===== src/rtl/sync_mem_init_pkg.sv =====
// Shared types and sizing helpers for the sync_mem initiator.
//   state_e   : control FSM states (IDLE, DRAIN, FILL, DONE)
//   mem_words : number of words in a memory with a given address width
//   credit_w  : width of a counter that must hold 0..rsp_depth inclusive
package sync_mem_init_pkg;

  typedef enum logic [1:0] {
    IDLE  = 2'd0,
    DRAIN = 2'd1,
    FILL  = 2'd2,
    DONE  = 2'd3
  } state_e;

  function automatic int mem_words(input int depth);
    return 1 << depth;
  endfunction

  function automatic int credit_w(input int rsp_depth);
    return $clog2(rsp_depth + 1);
  endfunction

endpackage


===== src/rtl/rsp_fifo.sv =====
// First-word-fall-through response FIFO.
// Ports:
//   clock, reset : rising-edge clock, asynchronous active-high reset
//   push, wdata  : write one entry (ignored when full)
//   pop          : discard the head entry (ignored when empty)
//   rdata        : head entry, valid whenever empty is low
//   full, empty  : occupancy flags
module rsp_fifo #(
  parameter int WIDTH     = 4,
  parameter int RSP_DEPTH = 4
) (
  input  logic             clock,
  input  logic             reset,
  input  logic             push,
  input  logic [WIDTH-1:0] wdata,
  input  logic             pop,
  output logic [WIDTH-1:0] rdata,
  output logic             full,
  output logic             empty
);

  localparam int AW = $clog2(RSP_DEPTH);

  logic [WIDTH-1:0] store [RSP_DEPTH];
  // One extra pointer bit distinguishes full from empty when indices match.
  logic [AW:0]      wptr;
  logic [AW:0]      rptr;

  assign empty = (wptr == rptr);
  assign full  = (wptr[AW] != rptr[AW]) && (wptr[AW-1:0] == rptr[AW-1:0]);
  assign rdata = store[rptr[AW-1:0]];

  always_ff @(posedge clock or posedge reset) begin
    if (reset) begin
      wptr <= '0;
      rptr <= '0;
    end else begin
      if (push && !full) wptr <= wptr + 1'b1;
      if (pop && !empty) rptr <= rptr + 1'b1;
    end
  end

  always_ff @(posedge clock) begin
    if (push && !full) store[wptr[AW-1:0]] <= wdata;
  end

endmodule


===== src/rtl/sync_mem_initiator.sv =====
// Initiator for one port of sync_mem. Converts a valid/ready request stream
// into registered memory port cycles, returns read data in order through a
// buffered valid/ready response stream, and provides a fill sequencer that
// writes one value to every address.
// Ports:
//   clock, reset                        : rising-edge clock, async active-high reset
//   reqValid/reqReady/reqWrite          : request handshake and direction
//   reqAddress/reqWriteData             : request address and write data
//   rspValid/rspReady/rspData           : read response stream (request order)
//   fillStart/fillValue                 : start a fill with the given value
//   fillBusy/fillDone                   : fill in progress / one-cycle completion pulse
//   memWriteEnable/memWriteData/memAddress : registered drive to sync_mem
//   memReadData                         : sync_mem read data (one cycle after address)
module sync_mem_initiator
  import sync_mem_init_pkg::*;
#(
  parameter int DEPTH     = 4,
  parameter int WIDTH     = 4,
  parameter int RSP_DEPTH = 4
) (
  input  logic             clock,
  input  logic             reset,
  input  logic             reqValid,
  output logic             reqReady,
  input  logic             reqWrite,
  input  logic [DEPTH-1:0] reqAddress,
  input  logic [WIDTH-1:0] reqWriteData,
  output logic             rspValid,
  input  logic             rspReady,
  output logic [WIDTH-1:0] rspData,
  input  logic             fillStart,
  input  logic [WIDTH-1:0] fillValue,
  output logic             fillBusy,
  output logic             fillDone,
  output logic             memWriteEnable,
  output logic [WIDTH-1:0] memWriteData,
  output logic [DEPTH-1:0] memAddress,
  input  logic [WIDTH-1:0] memReadData
);

  localparam int            MEM_WORDS = mem_words(DEPTH);
  localparam int            CW        = credit_w(RSP_DEPTH);
  localparam logic [CW-1:0] CRED_MAX  = CW'(RSP_DEPTH);
  localparam logic [DEPTH:0] FILL_END = (DEPTH+1)'(MEM_WORDS);

  state_e           state;
  state_e           state_nxt;
  logic [CW-1:0]    credits;
  logic [DEPTH:0]   fill_cnt;
  logic [DEPTH:0]   fill_cnt_nxt;
  logic [WIDTH-1:0] fill_val;
  logic             vld_p0;
  logic             vld_p1;
  logic             rd_acc;
  logic             wr_acc;
  logic             pop;
  logic             fifo_full;
  logic             fifo_empty;
  logic [WIDTH-1:0] fifo_rdata;
  logic             we_nxt;
  logic [DEPTH-1:0] addr_nxt;
  logic [WIDTH-1:0] wd_nxt;

  // Reset gating keeps every output low while reset is held.
  assign reqReady = !reset && (state == IDLE) && !fillStart &&
                    (reqWrite || (credits != '0));
  assign rd_acc   = reqValid && reqReady && !reqWrite;
  assign wr_acc   = reqValid && reqReady && reqWrite;
  assign rspValid = !fifo_empty;
  assign rspData  = rspValid ? fifo_rdata : '0;
  assign pop      = rspValid && rspReady;
  assign fillBusy = (state != IDLE);
  assign fillDone = (state == DONE);

  always_comb begin
    state_nxt    = state;
    fill_cnt_nxt = fill_cnt;
    we_nxt       = 1'b0;
    addr_nxt     = memAddress;
    wd_nxt       = memWriteData;
    case (state)
      IDLE: begin
        if (fillStart) begin
          state_nxt    = (vld_p0 || vld_p1) ? DRAIN : FILL;
          fill_cnt_nxt = '0;
        end else if (wr_acc) begin
          we_nxt   = 1'b1;
          addr_nxt = reqAddress;
          wd_nxt   = reqWriteData;
        end else if (rd_acc) begin
          addr_nxt = reqAddress;
        end
      end
      DRAIN: begin
        if (!vld_p0 && !vld_p1) state_nxt = FILL;
      end
      FILL: begin
        // The counter runs one past the last address, so the cycle that sees
        // the extra bit set issues nothing and hands over to DONE.
        if (fill_cnt == FILL_END) begin
          state_nxt = DONE;
        end else begin
          we_nxt       = 1'b1;
          addr_nxt     = fill_cnt[DEPTH-1:0];
          wd_nxt       = fill_val;
          fill_cnt_nxt = fill_cnt + (DEPTH+1)'(1);
        end
      end
      DONE: state_nxt = IDLE;
      default: state_nxt = IDLE;
    endcase
  end

  always_ff @(posedge clock or posedge reset) begin
    if (reset) begin
      state          <= IDLE;
      fill_cnt       <= '0;
      credits        <= CRED_MAX;
      vld_p0         <= 1'b0;
      vld_p1         <= 1'b0;
      memWriteEnable <= 1'b0;
      memAddress     <= '0;
      memWriteData   <= '0;
    end else begin
      state          <= state_nxt;
      fill_cnt       <= fill_cnt_nxt;
      memWriteEnable <= we_nxt;
      memAddress     <= addr_nxt;
      memWriteData   <= wd_nxt;
      // p0: address presented to sync_mem
      vld_p0         <= rd_acc;
      // p1: sync_mem read data valid, pushed into the FIFO at the next edge
      vld_p1         <= vld_p0;
      case ({rd_acc, pop})
        2'b10:   credits <= credits - CW'(1);
        2'b01:   credits <= credits + CW'(1);
        default: credits <= credits;
      endcase
    end
  end

  always_ff @(posedge clock) begin
    if (state == IDLE && fillStart) fill_val <= fillValue;
  end

  rsp_fifo #(
    .WIDTH     (WIDTH),
    .RSP_DEPTH (RSP_DEPTH)
  ) u_rsp_fifo (
    .clock (clock),
    .reset (reset),
    .push  (vld_p1),
    .wdata (memReadData),
    .pop   (pop),
    .rdata (fifo_rdata),
    .full  (fifo_full),
    .empty (fifo_empty)
  );

  // Credits bound the reads in flight plus buffered, so the FIFO never overflows.
  assert property (@(posedge clock) disable iff (reset) !(vld_p1 && fifo_full));

endmodule

===== config.mk =====
export PLATFORM = sky130hd
export DESIGN_NAME = sync_mem_initiator
export DESIGN_NICKNAME = d
export VERILOG_FILES = /design/src/rtl/sync_mem_init_pkg.sv /design/src/rtl/rsp_fifo.sv /design/src/rtl/sync_mem_initiator.sv
export SDC_FILE = /design/constraint.sdc
export NUM_CORES = 1
export LEC_CHECK = 0
export CAP_MARGIN = 10
export CELL_PAD_IN_SITES_DETAIL_PLACEMENT = 2
export CELL_PAD_IN_SITES_GLOBAL_PLACEMENT = 2
export CORE_UTILIZATION = 36
export CTS_CLUSTER_SIZE = 12
export DETAILED_ROUTE_END_ITERATION = 8
export PLACE_DENSITY = 0.76
export SLEW_MARGIN = 30
export SYNTH_ARGS = -nofsm -noshare
export SYNTH_HDL_FRONTEND = slang
export SYNTH_SLANG_ARGS = --single-unit

===== constraint.sdc =====
create_clock -name clock -period 3.3 [get_ports clock]
set_input_delay 0.99 -clock clock [delete_from_list [all_inputs] [get_ports clock]]
set_output_delay 0.99 -clock clock [all_outputs]
set_load 0.05 [all_outputs]

Word level (Yosys, flattened, before mapping). Memories as Yosys holds them, arrays and structs flattened. Index checks and enable logic that the tools add are counted.

Add/sub/neg operators: 5. Multipliers: 0. Divide/modulo/power cells: 0. $lt $le $gt $ge: 0. Equality and inequality tests: 16. Shift-type cells: 0. Muxes and demuxes: 25. Bitwise gates (word level): 0. Reductions and logical operators: 30.

Operator list (number): $mux 4 (8); $pmux 4 s2 (2); $logic_and 1x1->1 (12); $ne 2x2->1 const B (6); $mux 5 (2); $pmux 5 s2 (1); $add 3x1->3 const B (3); $mux 2 (4); $pmux 2 s4 (1); $reduce_and 4->1 (2); $logic_not 1->1 (7); $eq 2x2->1 const B (3); $pmux 3 s2 (1); $reduce_and 3->1 (2); $reduce_bool 2->1 (3); $add 5x1->5 const B (1); $eq 5x5->1 const B (1); $mux 1 (5); $eq 2x1->1 const B (2); $eq 3x3->1 (1); $ne 3x3->1 const B (1); $reduce_bool 3->1 (1); $sub 3x1->3 const B (1); $eq 2x2->1 (1); 4 further kinds (5).

Register bits after elaboration: 31. Latch bits: 0. Bits in writable memories: 16. Bits in read-only memories: 0. Input bits: 22. Output and inout port bits: 17. Logic and storage cells: 88. Memories: 1.

Memory list: u_rsp_fifo.store (words 4, bits a word 4, read ports 1, clocked after memory_dff 0, write ports 1, RTL line rsp_fifo.sv:24) `logic [WIDTH-1:0] store [RSP_DEPTH];`.

Depth between registers and ports, before layout. Gate-level depths: netlist of the first run.

Depth in word-level cells: 10. Gate-level depth with buffers: 11. Depth with buffers taken out: 10.

Cells and area by module. Synthesis of the first run repeated with hierarchy kept, for this count alone.

Cells, all modules: 201. Area, all modules: 2537.4 um^2.

Modules (own cells, without submodules): sync_mem_initiator (instances 1, cells each 130, area each 1447.6 um^2, sequential area each 646.9 um^2); rsp_fifo (instances 1, cells each 71, area each 1089.8 um^2, sequential area each 630.6 um^2).

Worst setup path before layout of the first run. OpenSTA, ideal clock, no wires.

Path type: input to output. From: input port fillStart. To: output port reqReady. Data arrival time: 2258 ps. Required time: 2310 ps. Path slack: 52 ps. Cell stages on the path: 2. Path buffers: 0. Path through: nand2b_1 > nor3_1.

Cells in the longest elaborated chain, start to end: 3.

RTL lines: from (decl) (RTL line sync_mem_initiator.sv:31) `input logic fillStart,`; $logic_not 1->1 (RTL line sync_mem_initiator.sv:65) `assign reqReady = !reset && (state == IDLE) && !fillStart &&`; $logic_and 1x1->1 (2 in a row) (RTL line sync_mem_initiator.sv:65); to (decl) (RTL line sync_mem_initiator.sv:24) `output logic reqReady,`.

No other way between the ends.

Worst setup path in the final report of the first run. Ends and elaborated chain as after synthesis.

==> impl_metrics.toml, run 1 <==
[yosys]
ys_seq_elements = 47
synth_edf_count = 20
synth_area_per_cell_um2 = 13.4
synthArstFlopShare_pct = 57.4
post_synth_num_cell_types = 49
dominantRegCellSynth = "dfrtp_1"
syn-cell-area_um2 = 2430
syn_nets = 218
synthesized_instance_count = 182
synth_seq_area_share_pct = 52.5
synthesis.yosys.warnings = 0

[run]
maxCapViolations = 0

[routing]
detail_route.vias_per_cell = 5.13
detail-route-antenna-nets = 0
first_iter_violations = 50
detailroute.via_count = 1596
wirelength_mm = 5.85
drt-wirelength-per-cell_um = 18.8
drt_pass1_iterations = 6
drc_violation_count_after_routing = 8

[setup_path]
crit_path_start_kind = "primary input"
critical-path-max-stage-delay_ns = 0.42
critPathRequiredTime_ns = 2.31
timing.critical_path.arrival_ns = 2.21
cp-endpoint = "reqReady"
worstSetupPathType = "in -> out"
r2r_start = "state[0]$_DFFE_PP0P_"
crit_chain = "clkdlybuf4s50_1, buf_4, nand2b_1, nor3_1, buf_12"
worst-path-buf-inv = 3
timing.critical_path.depth = 5
critical_path_maximum_fanout = 4
rrSetupSlack_ns = 0.87
critical_path.startpoint = "fillStart"
timing.critical_path.to_type = "primary output"
cell_family_with_most_cp_delay = "buffers and inverters"
rr_worst_depth = 9
cpMaxStageDelayCell = "clkdlybuf4s50_1"
reg2reg_to = "credits[1]$_DFFE_PP0P_"

[placed_design]
detailed_place.area_um2 = 2990
dp_cells = 303
io_buffer_count = 38
gp_congestion = 0.784
dpl.hpwl_mm = 4.47
detailedPlace.worstSlack_ns = -0.0270

[cts]
clk_latency_worst_skew_pair_ns = 0.30
tritoncts_num_sinks = 47
path_clk_slew_ns = 0.08
clk_root_buffer_cell = "clkbuf_8"
maximum_clock_insertion_buffer_count = 2
tritoncts = "yes"
cts_setup_buffers = 0
holdBufCountCts = 0
h-tree-depth = 2
cts-buffers-inserted = 5

[power_and_ir_drop]
cellLeakagePower_nw = 1.30
power.share.clock_pct = 11.4
power_per_cell_area_nw_per_um2 = 975
share_seq_of_total_power_pct = 31.3
internal-power_mw = 1.69
part_of_the_power_in_combinational_logic_pct = 57.3
p_total_mw = 3.01
power_switching_mw = 1.32
switching_share_pct = 43.7
ir_drop_mv = 0.389

[floorplan]
die-height_um = 84.2
fp.dieArea_um2 = 7090
placementRows = 29
initial_cell_density_of_the_core_pct = 37.9
floorplan.die.width_um = 84.2
design.portCount = 39
core_area_um2 = 6420

[min_path]
worstHoldStart = "vld_p0$_DFF_PP0_"
worst_hold_path_type = "reg -> reg"

[cells_and_area]
final_design_area_no_fill_um2 = 3090
mostFrequentLayoutCell = "clkdlybuf4s50_1"
final_nets = 269
insertedDiodeCount = 0
layoutNonFillerInstCount = 311
drive_gt1_share_pct = 23.5
final_cell_mix = "clkdlybuf4s50_1 (33), dfrtp_1 (25), edfxtp_1 (20)"
area.growth.synth_to_final_pct = 26.9
num-fill-cells = 626

[global_routing]
grt_remaining_overflow = 0
largest_net_degree_at_the_start_of_global_routing = 21
grt.total_usage_pct = 18.0
wire_length_of_the_first_global_routing_pass_mm = 9.73
vias_in_the_first_global_route = 1806
grt_antenna_before_repair = 0

[timing]
final-hold-violation-count = 0
finalCriticalPeriod_ns = 3.20
drv_slew = 0
final.setup.worst_slack_ns = 0.103
fmaxAchievable_mhz = 313
timing.final.setup_violations = 0
rsz0062_at_grt = "false"
slew-limit-headroom_pct = 43.4
slew_at_the_pin_closest_to_its_max_slew_limit_ns = 0.849
totalNegativeSetupSlack_ns = 0
fin_worst_skew_ns = 0.00386
finalCritPeriodShare_pct = 96.9

[outcome]
violations_in_the_final_reports = "design-rule violations"
result_of_the_run = "complete, but fails checks"
## synth_stat cells (2+ instances only)
library cell	number	area, um2
buf_2	4	20.0
and2_1	8	50.1
mux2_2	10	113
a22o_1	2	17.5
dfrtp_1	26	651
o21ai_0	5	25.0
nor2_1	7	26.3
ha_1	13	163
mux4_2	4	90.1
mux2_4	8	120
xnor2_1	7	61.3
edfxtp_1	20	601
inv_1	12	45.0
nand2b_1	2	12.5
a21o_1	2	15.0
nand2_1	7	26.3
o211ai_4	2	42.5
nor3_1	3	15.0
a21oi_1	4	20.0
nand3_1	5	25.0
xor2_1	2	17.5
or3_1	2	12.5
## final cells by class
| class | count | area, um2 | area share, % |
|---|---|---|---|
| Clock buffer | 6 | 72.6 | 2.35 |
| Clock inverter | 2 | 12.5 | 0.405 |
| Inverter | 13 | 48.8 | 1.58 |
| Multi-Input combinational cell | 117 | 1080 | 35.1 |
| Sequential cell | 47 | 1280 | 41.4 |
| Tap cell | 77 | 96.3 | 3.12 |
| Timing Repair Buffer | 49 | 495 | 16.1 |
## how the worst min path moves through the flow
stage / slack (ns) / to / cells past startpoint
6_report: 0.41 / vld_p1$_DFF_PP0_ / 0
5_1_grt: 0.43 / vld_p1$_DFF_PP0_ / 0
4_1_cts: 0.41 / vld_p1$_DFF_PP0_ / 0
3_5_place_dp: 0.39 / vld_p1$_DFF_PP0_ / 0
3_3_place_gp: 0.38 / vld_p1$_DFF_PP0_ / 0
2_1_floorplan: 0.37 / vld_p1$_DFF_PP0_ / 0
## cell families after synthesis
logic type | after synthesis | share of synthesized area [%]
AO/OA/AOI/OAI | 26 | 9.05
XOR/XNOR | 9 | 3.24
adder cells (fa/ha/maj) | 14 | 7.51
buffers and inverters | 18 | 2.98
flip-flops | 47 | 52.5
multiplexers | 24 | 14.1
AND/OR/NAND/NOR | 44 | 10.5
## power by group through the flow
stage / sequential, mW / clock, mW / combinational, mW
2_1_floorplan: 1.08 / 0 / 1.09
3_3_place_gp: 0.940 / 0 / 1.66
3_5_place_dp: 0.956 / 0 / 1.75
4_1_cts: 0.947 / 0.355 / 1.76
5_1_grt: 0.966 / 0.379 / 1.85
6_report: 0.942 / 0.344 / 1.72
## stage by stage
step | util, % | hold slack, ns
final | 48.1 | 0.415
after global routing | 48.1 | 0.428
after CTS | 47.9 | 0.411
after detailed placement | 46.6 | 0.394
after global placement | 46.6 | 0.378
after floorplan | - | 0.368
## registers in the layout (all words and copies together) (netlist names)
register	cells
credits	3
fill_cnt	5
fill_val	4
memAddress	4
memWriteData	4
memWriteEnable	1
state	2
u_rsp_fifo.rptr	3
u_rsp_fifo.store	16
u_rsp_fifo.wptr	3
vld_p0	1
vld_p1	1
## metal layers
layer | global-route usage (%) | vias to the layer above | wire length, um
met5 | 0 | - | 0
met4 | 4.70 | 0 | 59
met3 | 2.95 | 7 | 149
met2 | 33.4 | 21 | 3180
met1 | 21.7 | 813 | 2460
li1 | - | 755 | -
## repair_timing
action / in CTS / in global routing
setup endpoints to repair: 4 / 4
pin swaps: 0 / 0
gates resized for setup: 1 / 4
Note: power is estimated with default switching activity, not from simulation.
==> inputs of run 2 (changes only) <==
--- a/config.mk
+++ b/config.mk
@@ -11,8 +11,9 @@
 export CORE_UTILIZATION = 36
 export CTS_CLUSTER_SIZE = 12
 export DETAILED_ROUTE_END_ITERATION = 8
-export PLACE_DENSITY = 0.76
+export PLACE_DENSITY = 0.77
 export SLEW_MARGIN = 30
 export SYNTH_ARGS = -nofsm -noshare
 export SYNTH_HDL_FRONTEND = slang
+export SYNTH_HIERARCHICAL = 1
 export SYNTH_SLANG_ARGS = --single-unit
==> run 2 against run 1 <==
The flow now finishes without violations. Power up 4.2%. Maximum frequency down 0.44%. Routed wire length up 4.6%. Critical path type unchanged. Critical endpoint unchanged. Largest power group unchanged.
==> impl_metrics.toml, run 2 <==
[global_routing]
wire_length_of_the_first_global_routing_pass_mm = 10.2
grt_remaining_overflow = 0
vias_in_the_first_global_route = 2001
largest_net_degree_at_the_start_of_global_routing = 16
grt.total_usage_pct = 18.1
grt_antenna_before_repair = 0

[floorplan]
initial_cell_density_of_the_core_pct = 37.3
design.portCount = 39
core_area_um2 = 6790
floorplan.die.width_um = 85.9
die-height_um = 85.9
placementRows = 30
fp.dieArea_um2 = 7380

[yosys]
syn-cell-area_um2 = 2530
synthesized_instance_count = 200
syn_nets = 236
synthesis.yosys.warnings = 6
synth_area_per_cell_um2 = 12.7

[routing]
drt_pass1_iterations = 4
detail-route-antenna-nets = 0
drt-wirelength-per-cell_um = 17.6
detail_route.vias_per_cell = 5.16
wirelength_mm = 6.13
detailroute.via_count = 1797
first_iter_violations = 39
drc_violation_count_after_routing = 0

[setup_path]
timing.critical_path.arrival_ns = 2.22
worstSetupPathType = "in -> out"
crit_chain = "clkdlybuf4s50_1, nand2b_4, buf_4, nor3_1, buf_4, buf_12"
timing.critical_path.to_type = "primary output"
crit_path_start_kind = "primary input"
critical-path-max-stage-delay_ns = 0.45
cpMostUsedCell = "buf_4"
critical_path_maximum_fanout = 6
cpMaxStageDelayCell = "clkdlybuf4s50_1"
worst-path-buf-inv = 4
cell_family_with_most_cp_delay = "buffers and inverters"
critPathRequiredTime_ns = 2.31
rrSetupSlack_ns = 0.52

[cts]
cts-buffers-inserted = 5
holdBufCountCts = 0
path_clk_slew_ns = 0.09
h-tree-depth = 2
clk_latency_worst_skew_pair_ns = 0.30
clk_root_buffer_cell = "clkbuf_8"
tritoncts = "yes"
maximum_clock_insertion_buffer_count = 2
tritoncts_num_sinks = 47
total_of_cells_resized_after_clock_tree_synthesis = 0
cts_setup_buffers = 0

[cells_and_area]
area.growth.synth_to_final_pct = 26.9
postLayoutCoreUtil_pct = 47.3
final_nets = 287
final_cell_mix = "clkdlybuf4s50_1 (32), dfrtp_1 (26), edfxtp_1 (20)"
mostFrequentLayoutCell = "clkdlybuf4s50_1"
insertedDiodeCount = 0
final_design_area_no_fill_um2 = 3210
layoutNonFillerInstCount = 348
multiInputGateArea_um2 = 1160
largest_reg_flops = 16
num-fill-cells = 687
drive_gt1_share_pct = 21.0
register_area_um2 = 1280

[timing]
fmaxAchievable_mhz = 311
slew_at_the_pin_closest_to_its_max_slew_limit_ns = 0.602
slew-limit-headroom_pct = 59.6
final.setup.worst_slack_ns = 0.0889
final.hold.worst_slack_ns = 0.469
finalCriticalPeriod_ns = 3.21
final-hold-violation-count = 0
finalCritPeriodShare_pct = 97.3
fin_worst_skew_ns = 0.00524
rsz0062_at_grt = "false"
drv_slew = 0
timing.final.setup_violations = 0

[placed_design]
io_buffer_count = 38
gp_congestion = 0.722
dp_cells = 340
detailedPlace.worstSlack_ns = -0.117
detailed_place.area_um2 = 3080
dpl.hpwl_mm = 4.59

[power_and_ir_drop]
power_per_cell_area_nw_per_um2 = 976
cellLeakagePower_nw = 1.32
ir_drop_mv = 0.428

[run]
maxCapViolations = 0

[min_path]
worst_hold_path_type = "reg -> reg"

[outcome]
result_of_the_run = "finished, final reports clean"
## run 2: final cells by class
cell class | count | area share, %
Timing Repair Buffer | 50 | 14.6
Sequential cell | 47 | 39.7
Clock buffer | 5 | 2.14
Inverter | 14 | 1.63
Tap cell | 96 | 3.74
Multi-Input combinational cell | 133 | 36.1
Clock inverter | 3 | 2.10
## run 2: metal layers
layer / track usage [%] / wire length [um] / vias up
li1: - / - / 830
met1: 22.0 / 2630 / 928
met2: 33.1 / 3280 / 33
met3: 2.69 / 138 / 6
met4: 5.00 / 74 / 0
met5: 0 / 0 / -
## run 2: report_power, final
group / switching (mW) / internal [mW]
sequential: 0.146 / 0.758
clock: 0.205 / 0.302
combinational: 1.01 / 0.711
total: 1.37 / 1.77
## run 2: worst paths after layout
path                                                start                        endpoint  depth (start not counted)
setup / recovery                                fillStart                        reqReady                          6
hold / removal                           vld_p0$_DFF_PP0_                vld_p1$_DFF_PP0_                          0
setup reg to reg           u_rsp_fifo/rptr[1]$_DFFE_PP0P_          credits[2]$_DFFE_PP1P_                         10
hold reg to reg                          vld_p0$_DFF_PP0_                vld_p1$_DFF_PP0_                          0
max in group asynchronous                           reset          credits[2]$_DFFE_PP1P_                          4
min in group asynchronous                           reset  u_rsp_fifo/rptr[1]$_DFFE_PP0P_                          3
## run 2: through the flow
stage / power, mW / TNS, ns
3_5_place_dp: 2.64 / -0.117
3_3_place_gp: 2.58 / -0.0564
4_1_cts: 3.18 / 0
2_1_floorplan: 2.13 / 0
6_report: 3.14 / 0
5_1_grt: 3.33 / 0
